File: config.mk
export PLATFORM = sky130hd
export DESIGN_NAME = wave_ram_arbiter
export DESIGN_NICKNAME = d
export VERILOG_FILES = /design/src/rtl/wave_arb_pkg.sv /design/src/rtl/wave_trigger_detect.sv /design/src/rtl/wave_ram_arbiter.sv
export SDC_FILE = /design/constraint.sdc
export NUM_CORES = 1
export LEC_CHECK = 0
export BUFFER_PORTS_ARGS = -buffer_cell sky130_fd_sc_hd__clkbuf_2
export CAP_MARGIN = 20
export CORE_MARGIN = 8
export CORE_UTILIZATION = 52
export DETAILED_ROUTE_END_ITERATION = 12
export HOLD_SLACK_MARGIN = 0.15
export PLACE_DENSITY = 0.84
export RECOVER_POWER = 25
export SYNTH_ARGS = -nofsm -noshare
export SYNTH_HDL_FRONTEND = slang
export SYNTH_SLANG_ARGS = --single-unit
File: constraint.sdc
create_clock -name clk -period 3.4 [get_ports clk]
set_clock_uncertainty 0.2 [all_clocks]
set_input_delay 0.17 -clock clk [delete_from_list [all_inputs] [get_ports clk]]
set_output_delay 0.17 -clock clk [all_outputs]
set_load 0.02 [all_outputs]
File: src/rtl/wave_arb_pkg.sv
// Shared types and helpers for the double-buffered wave RAM arbiter.
// Holds the capture FSM state encoding and the sample-to-display conversion.
package wave_arb_pkg;

    localparam int SAMPLE_W = 16;

    typedef enum logic [1:0] {
        ARMED     = 2'd0,
        CAPTURING = 2'd1,
        FULL      = 2'd2
    } arb_state_e;

    // Flipping the sign bit maps signed two's complement onto unsigned offset binary.
    function automatic logic [SAMPLE_W-1:0] to_offset_binary(input logic signed [SAMPLE_W-1:0] s);
        return {~s[SAMPLE_W-1], s[SAMPLE_W-2:0]};
    endfunction

endpackage

File: src/rtl/wave_trigger_detect.sv
// Rising zero-crossing trigger with a forced-capture timeout.
// Emits a one-cycle start_capture pulse while the arbiter is armed.
module wave_trigger_detect
    import wave_arb_pkg::*;
#(
    parameter int TRIG_TIMEOUT = 1024
) (
    input  logic clk,
    input  logic reset,
    input  logic i_armed,
    input  logic i_wr_valid,
    input  logic i_sample_msb,
    output logic o_start_capture
);

    localparam int CNT_W = $clog2(TRIG_TIMEOUT + 1);

    logic             r_prev_neg;
    logic [CNT_W-1:0] r_timeout_cnt;
    logic             w_trigger;
    logic             w_timeout;

    assign w_trigger       = i_armed & i_wr_valid & r_prev_neg & ~i_sample_msb;
    assign w_timeout       = i_armed & i_wr_valid & (r_timeout_cnt == CNT_W'(TRIG_TIMEOUT - 1));
    assign o_start_capture = w_trigger | w_timeout;

    // prev_neg tracks every sample; the timeout only counts samples seen while armed.
    always_ff @(posedge clk) begin
        if (reset) begin
            r_prev_neg    <= 1'b0;
            r_timeout_cnt <= '0;
        end else begin
            if (i_wr_valid)
                r_prev_neg <= i_sample_msb;
            if (!i_armed || o_start_capture)
                r_timeout_cnt <= '0;
            else if (i_wr_valid)
                r_timeout_cnt <= r_timeout_cnt + CNT_W'(1);
        end
    end

endmodule

File: src/rtl/wave_ram_arbiter.sv
// Single-port sample RAM shared between audio capture (writer) and wave display (reader).
// Captures a triggered sweep into the back half and swaps halves on vsync once full.
module wave_ram_arbiter
    import wave_arb_pkg::*;
#(
    parameter int ADDR_W       = 8,
    parameter int DATA_W       = 8,
    parameter int TRIG_TIMEOUT = 1024
) (
    input  logic                     clk,
    input  logic                     reset,
    input  logic                     wr_valid,
    input  logic signed [15:0]       wr_data,
    input  logic                     rd_req,
    input  logic        [ADDR_W-1:0] rd_addr,
    output logic        [DATA_W-1:0] rd_data,
    output logic                     rd_valid,
    input  logic                     vsync,
    output logic                     ram_en,
    output logic                     ram_we,
    output logic        [ADDR_W:0]   ram_addr,
    output logic        [DATA_W-1:0] ram_wdata,
    input  logic        [DATA_W-1:0] ram_rdata,
    output logic                     front_half,
    output logic        [7:0]        drop_count
);

    arb_state_e          r_state;
    logic                r_front_half;
    logic                r_pend_vld;
    logic [DATA_W-1:0]   r_pend_data;
    logic [ADDR_W-1:0]   r_windex;
    logic [7:0]          r_drop_cnt;
    logic                r_vsync_q;
    logic                r_rd_vld_p1;

    logic [SAMPLE_W-1:0] w_ob;
    logic [DATA_W-1:0]   w_sample;
    logic                w_armed;
    logic                w_start;
    logic                w_rd_issue;
    logic                w_wr_issue;
    logic                w_last_wr;
    logic                w_vsync_rise;
    logic                w_load;
    logic                w_drop;

    wave_trigger_detect #(
        .TRIG_TIMEOUT(TRIG_TIMEOUT)
    ) u_trig (
        .clk            (clk),
        .reset          (reset),
        .i_armed        (w_armed),
        .i_wr_valid     (wr_valid),
        .i_sample_msb   (wr_data[15]),
        .o_start_capture(w_start)
    );

    assign w_ob         = to_offset_binary(wr_data);
    assign w_sample     = w_ob[SAMPLE_W-1 -: DATA_W];
    assign w_armed      = (r_state == ARMED);
    assign w_vsync_rise = vsync & ~r_vsync_q;

    // Reader has absolute priority; the one-deep pending slot waits out any read burst.
    assign w_rd_issue = rd_req & ~reset;
    assign w_wr_issue = r_pend_vld & ~rd_req & ~reset;
    assign w_last_wr  = w_wr_issue & (r_windex == '1);

    // A sample coinciding with the final sweep write is ignored, as FULL would ignore it.
    assign w_load = wr_valid & ((w_armed & w_start) |
                                ((r_state == CAPTURING) & ~w_last_wr));
    assign w_drop = w_load & r_pend_vld & ~w_wr_issue;

    assign ram_en     = w_rd_issue | w_wr_issue;
    assign ram_we     = w_wr_issue;
    assign ram_addr   = w_rd_issue ? {r_front_half, rd_addr} : {~r_front_half, r_windex};
    assign ram_wdata  = r_pend_data;
    assign rd_data    = ram_rdata;
    assign rd_valid   = r_rd_vld_p1;
    assign front_half = r_front_half;
    assign drop_count = r_drop_cnt;

    always_ff @(posedge clk) begin
        if (reset) begin
            r_state      <= ARMED;
            r_front_half <= 1'b0;
            r_pend_vld   <= 1'b0;
            r_windex     <= '0;
            r_drop_cnt   <= '0;
            r_vsync_q    <= 1'b0;
            r_rd_vld_p1  <= 1'b0;
        end else begin
            r_vsync_q   <= vsync;
            r_rd_vld_p1 <= rd_req;
            r_pend_vld  <= w_load | (r_pend_vld & ~w_wr_issue);
            if (w_wr_issue)
                r_windex <= r_windex + ADDR_W'(1);
            if (w_drop && (r_drop_cnt != 8'hFF))
                r_drop_cnt <= r_drop_cnt + 8'd1;
            case (r_state)
                ARMED:     if (w_start) r_state <= CAPTURING;
                CAPTURING: if (w_last_wr) r_state <= FULL;
                FULL: begin
                    if (w_vsync_rise) begin
                        r_state      <= ARMED;
                        r_front_half <= ~r_front_half;
                    end
                end
                default:   r_state <= ARMED;
            endcase
        end
    end

    // Sample data path carries no reset; only the valid flag qualifies it.
    always_ff @(posedge clk) begin
        if (w_load)
            r_pend_data <= w_sample;
    end

endmodule

Yosys cells after proc, flatten, opt, wreduce, memory -nomap -nowiden
Index checks and enable logic that the tools add are counted.
- add/subtract/negate cells: 3
- equality and inequality tests: 8
- muxes and demuxes: 5
- bitwise gates (word level): 26
- reduce and logical (&&, ||, !) cells: 7
- operator list (cell ; number):
    adder 8 x 1 -> 8 bit (second input constant) ; 2
    bitwise AND 1 bit ; 15
    adder 11 x 1 -> 11 bit (second input constant) ; 1
    == test 11 x 10 -> 1 bit (second input constant) ; 1
    two-way mux 9 bit ; 1
    == test 8 bit (second input constant) ; 1
    inequality test 8 bit (second input constant) ; 1
    inverter 1 bit ; 7
    two-way mux 2 bit ; 3
    inequality test 2 bit (second input constant) ; 3
    case mux 2 bit (3 select lines) ; 1
    bitwise OR 1 bit ; 4
    AND reduction 3 bit ; 1
    == test 2 x 1 -> 1 bit (second input constant) ; 1
    == test 2 bit (second input constant) ; 1
    zero test 2 bit ; 1
    AND reduction 2 bit ; 1
    OR reduction 2 bit ; 1
    logical AND 1 bit ; 1
    zero test 1 bit ; 1
    logical OR 1 bit ; 1
- register bits: 42
- input bits: 37
- output and inout port bits: 37
- word-level logic and storage cells: 59

Depth between registers and ports, before layout
- depth in word-level cells: 11
- mapped depth: 7
- gate-level depth less buffers: 6

Modules after synthesis
Synthesis repeated with hierarchy kept, for this count alone.
- cell total of the unflattened synthesis: 204
- area total of the unflattened synthesis: 2039.5 sq um
- by module, submodules not included (module ; instances ; cells an instance ; area each (sq um)):
    wave_ram_arbiter ; 1 ; 143 ; 1476.4
    wave_trigger_detect ; 1 ; 61 ; 563.0

Least setup slack after synthesis
No wires, ideal clock.
- path type: register -> register
- start: register r_windex[0]
- end: register r_pend_data[0] (netlist: ram_wdata[0]) (enable)
- arrival time: 1.708 ns
- setup slack: 1.208 ns
- cell stages (with the launch flop): 7
- cells stage by stage: dfxtp_1 ha_1 nand4bb_4 or4_4 a22oi_4 buf_6 nor2_1
- longest elaborated chain between the ends: 6
- ends and longest elaborated chain (item ; line ; RTL):
    start, declared ; wave_ram_arbiter.sv:32 ; logic [ADDR_W-1:0] r_windex;
    start signal, assigned ; wave_ram_arbiter.sv:97 ; r_windex <= r_windex + ADDR_W'(1);
    == test 8 bit ; wave_ram_arbiter.sv:67 ; assign w_last_wr = w_wr_issue & (r_windex == '1);
    bitwise AND 1 bit ; wave_ram_arbiter.sv:67 ;
    inverter 1 bit ; wave_ram_arbiter.sv:71 ; ((r_state == CAPTURING) & ~w_last_wr));
    bitwise AND 1 bit ; wave_ram_arbiter.sv:71 ;
    bitwise OR 1 bit ; wave_ram_arbiter.sv:70 ; assign w_load = wr_valid & ((w_armed & w_start) |
    bitwise AND 1 bit ; wave_ram_arbiter.sv:70 ;
    net w_load ; wave_ram_arbiter.sv:45 ; logic w_load;
    end signal, assigned ; wave_ram_arbiter.sv:117 ; r_pend_data <= w_sample;
    end, declared ; wave_ram_arbiter.sv:31 ; logic [DATA_W-1:0] r_pend_data;
The timed path passes the listed nets, and every way through them passes these cells.
A chain may end at the register's enable or synchronous reset.

Final worst setup path
- start: input reset
- end: output ram_addr[5]
- longest elaborated chain between the ends: 3
- ends and longest elaborated chain (item ; line ; RTL):
    start, declared ; wave_ram_arbiter.sv:11 ; input logic reset,
    inverter 1 bit ; wave_ram_arbiter.sv:65 ; assign w_rd_issue = rd_req & ~reset;
    bitwise AND 1 bit ; wave_ram_arbiter.sv:65 ;
    two-way mux 9 bit ; wave_ram_arbiter.sv:76 ; assign ram_addr = w_rd_issue ? {r_front_half, rd_addr} : {~r_front_half, r_windex};
    end, declared ; wave_ram_arbiter.sv:21 ; output logic [ADDR_W:0] ram_addr,
No other way between the ends.

==> metrics.yaml <==
outcome: "complete, no violations"
synthSimpleGateAreaFrac_pct: 24.59
drtAntennaViolNets: 0
yosysUniqueCellTypes: 41
drt_iter0_markers: 80
grt_max_degree: 31
post-route-period-util_pct: 78.54
end_kind: "output pin"
die-area_mm2: 0.006061
globalplace.congestion: 0.7651
antenna_found_initial: 0
clock_latency_ns: 0.29
tightest_slew_ns: 0.8320
synthTopCellsByArea: "dfxtp_1 34%, edfxtp_1 12%, nor2_1 6.0%"
synth_top_cell_by_area: "dfxtp_1"
nFillCells: 304
layout_common_cells: "43 x clkbuf_2, 34 x dfxtp_1, 32 x nor2_1"
setup_viol: 0
finalHoldViolations: 0
cts_hold_buffers: 20
max_freq_mhz: 374.5
root_buffer: "clkbuf_8"
synth-seq-area-share_pct: 46.29
post_cts_buffers: 0
power.density_mw_per_mm2: 368.7
rsz0062_at_grt: "false"
yosys_most_used_dff: "dfxtp_1"
path_clk_slew_ns: 0.07
maxCapViolCount: 0
maxSlewViolCount: 0
drt_first_pass_iters: 4
period_minus_slack_ns: 2.670
path_class: "input pin to output pin"
numPortBuffers: 49
muxShareOfSynthArea_pct: 7.170
grt_overflow_total: 0
initial_core_util_pct: 54.34
drt-wirelength-per-cell_um: 12.96
synth_nets: 245
synth_top_area_share_pct: 34.21
area_growth_pct: 24.47
grt_use_total_pct: 13.38
synth_top_family_by_area: "simple AND/OR/NAND/NOR gates"
cts_tree: "yes"
drive_above_1_share_pct: 23.22
required_ns: 3.03
ys_ff_latch: 42
finalSetupTns_ns: 0
drcViolationCount: 0
synthCells: 205
synth_edf_count: 8
die_y_um: 77.85
grt_pass1_wl_um: 6741
cts.sinks: 42
cp_max_fo: 30
numCtsBuffers: 5
vias_per_cell: 5.130
final_nets: 306
cts_buffer_depth: 2
grt_pass1_vias: 1571
cts_resized: 0
coreArea_mm2: 0.003661
synth-adder-area-share_pct: 1.887
synthXorXnorAreaFrac_pct: 7.484
synth-compound-area-share_pct: 6.855
relSlewSlack_pct: 44.42
hold_class: "flop to flop"
avgSynthCellArea_um2: 9.704
htreeDepth: 2
finish.utilization_pct: 67.64
leakagePower_nw: 0.9896
antenna_cells: 0
pin_count: 74
mostFrequentLayoutCell: "clkbuf_2"
worstSetupStartpointType: "input pin"
drt_wl_total_um: 4082
crit_arrival_ns: 2.30
ir_drop_mv: 0.2438
syn_area_mm2: 0.001989
ys_warn_count: 0
async_flop_share_pct: 0
die_w_um: 77.85
rows: 22
place_hpwl_um: 2883
vias: 1616
-- flip-flops by register name (all words and copies together), names as in the netlist --
signal / count
ram_wdata: 8
r_state: 2
u_trig.r_prev_neg: 1
front_half: 1
r_pend_vld: 1
r_windex: 8
u_trig.r_timeout_cnt: 11
r_vsync_q: 1
drop_count: 8
rd_valid: 1
-- metal layers --
metal	track usage [%]	vias to the layer above	routed length [µm]
met4	6.226	0	65
met3	5.876	6	358
met1	15.19	724	1865
met5	0	-	0
li1	-	825	-
met2	21.14	61	1792
-- metrics by stage --
stage	total power, W	instances	hold slack [ns]	setup slack [ns]	cell area (µm²)
6_report	0.0009130	315	0.3031	0.7298	2476
5_1_grt	0.0009527	315	0.3356	0.5776	2476
4_1_cts	0.0009214	315	0.3023	0.7160	2484
3_5_place_dp	0.0006011	287	0.1401	0.9308	2203
3_3_place_gp	0.0005982	287	0.1401	0.9831	2203
2_1_floorplan	0.0005890	205	0.06887	1.208	1989
-- cells in the mapped netlist (4+ instances only) --
master and count:
dfxtp_1 34, edfxtp_1 8, inv_1 4, xnor2_1 9, nand4_1 7, buf_4 8
or3_1 6, a21oi_1 8, o21ai_0 4, mux2_2 7, nand3_1 4, clkbuf_1 5
nor2_1 32, nor2b_1 7, xor2_1 8, nand2_1 13
-- cell families (layout without fill, tap and decap cells) --
family                     Yosys count  in the layout
adders and majority gates            3              3
AOI/OAI and AO/OA                   21             21
muxes                               13             13
and+or+nand+nor                     89             89
DFF                                 42             42
xor gates and xnor gates            17             17
buffers and inverters               20             82
-- path summary, 6_finish.rpt --
check                                                     from                              to  slack (ns)  cells past startpoint
worst max register to register        r_windex[0]$_SDFFE_PP0P_          ram_wdata[5]$_DFFE_PP_        0.93                      5
worst min-delay path            u_trig.r_prev_neg$_SDFFE_PP0P_  u_trig.r_prev_neg$_SDFFE_PP0P_        0.30                      2
worst max-delay path                                     reset                     ram_addr[5]        0.73                      6
worst min register to register  u_trig.r_prev_neg$_SDFFE_PP0P_  u_trig.r_prev_neg$_SDFFE_PP0P_        0.30                      2
-- worst max-delay path: stages --
cell and delay [ns]:
dlygate4sd3_1 0.54, clkbuf_2 0.12, buf_4 0.22, nor2b_1 0.68, mux2_2 0.41, clkbuf_2 0.16
-- power breakdown --
part	switching [W]	internal, W
registers	0.00000460	0.000515
clock network	0.000154	0.000146
logic	0.0000507	0.0000436
-- layout make-up --
class / count / area [µm²] / area share [%]
clock buffers: 8 / 80.08 / 3.234
inverters: 4 / 15.01 / 0.6064
multi-input cells: 143 / 954.7 / 38.55
flip-flops and latches: 42 / 920.9 / 37.19
well taps: 48 / 60.06 / 2.425
repair buffers: 70 / 445.4 / 17.99
(Power assumes the default switching activity.)
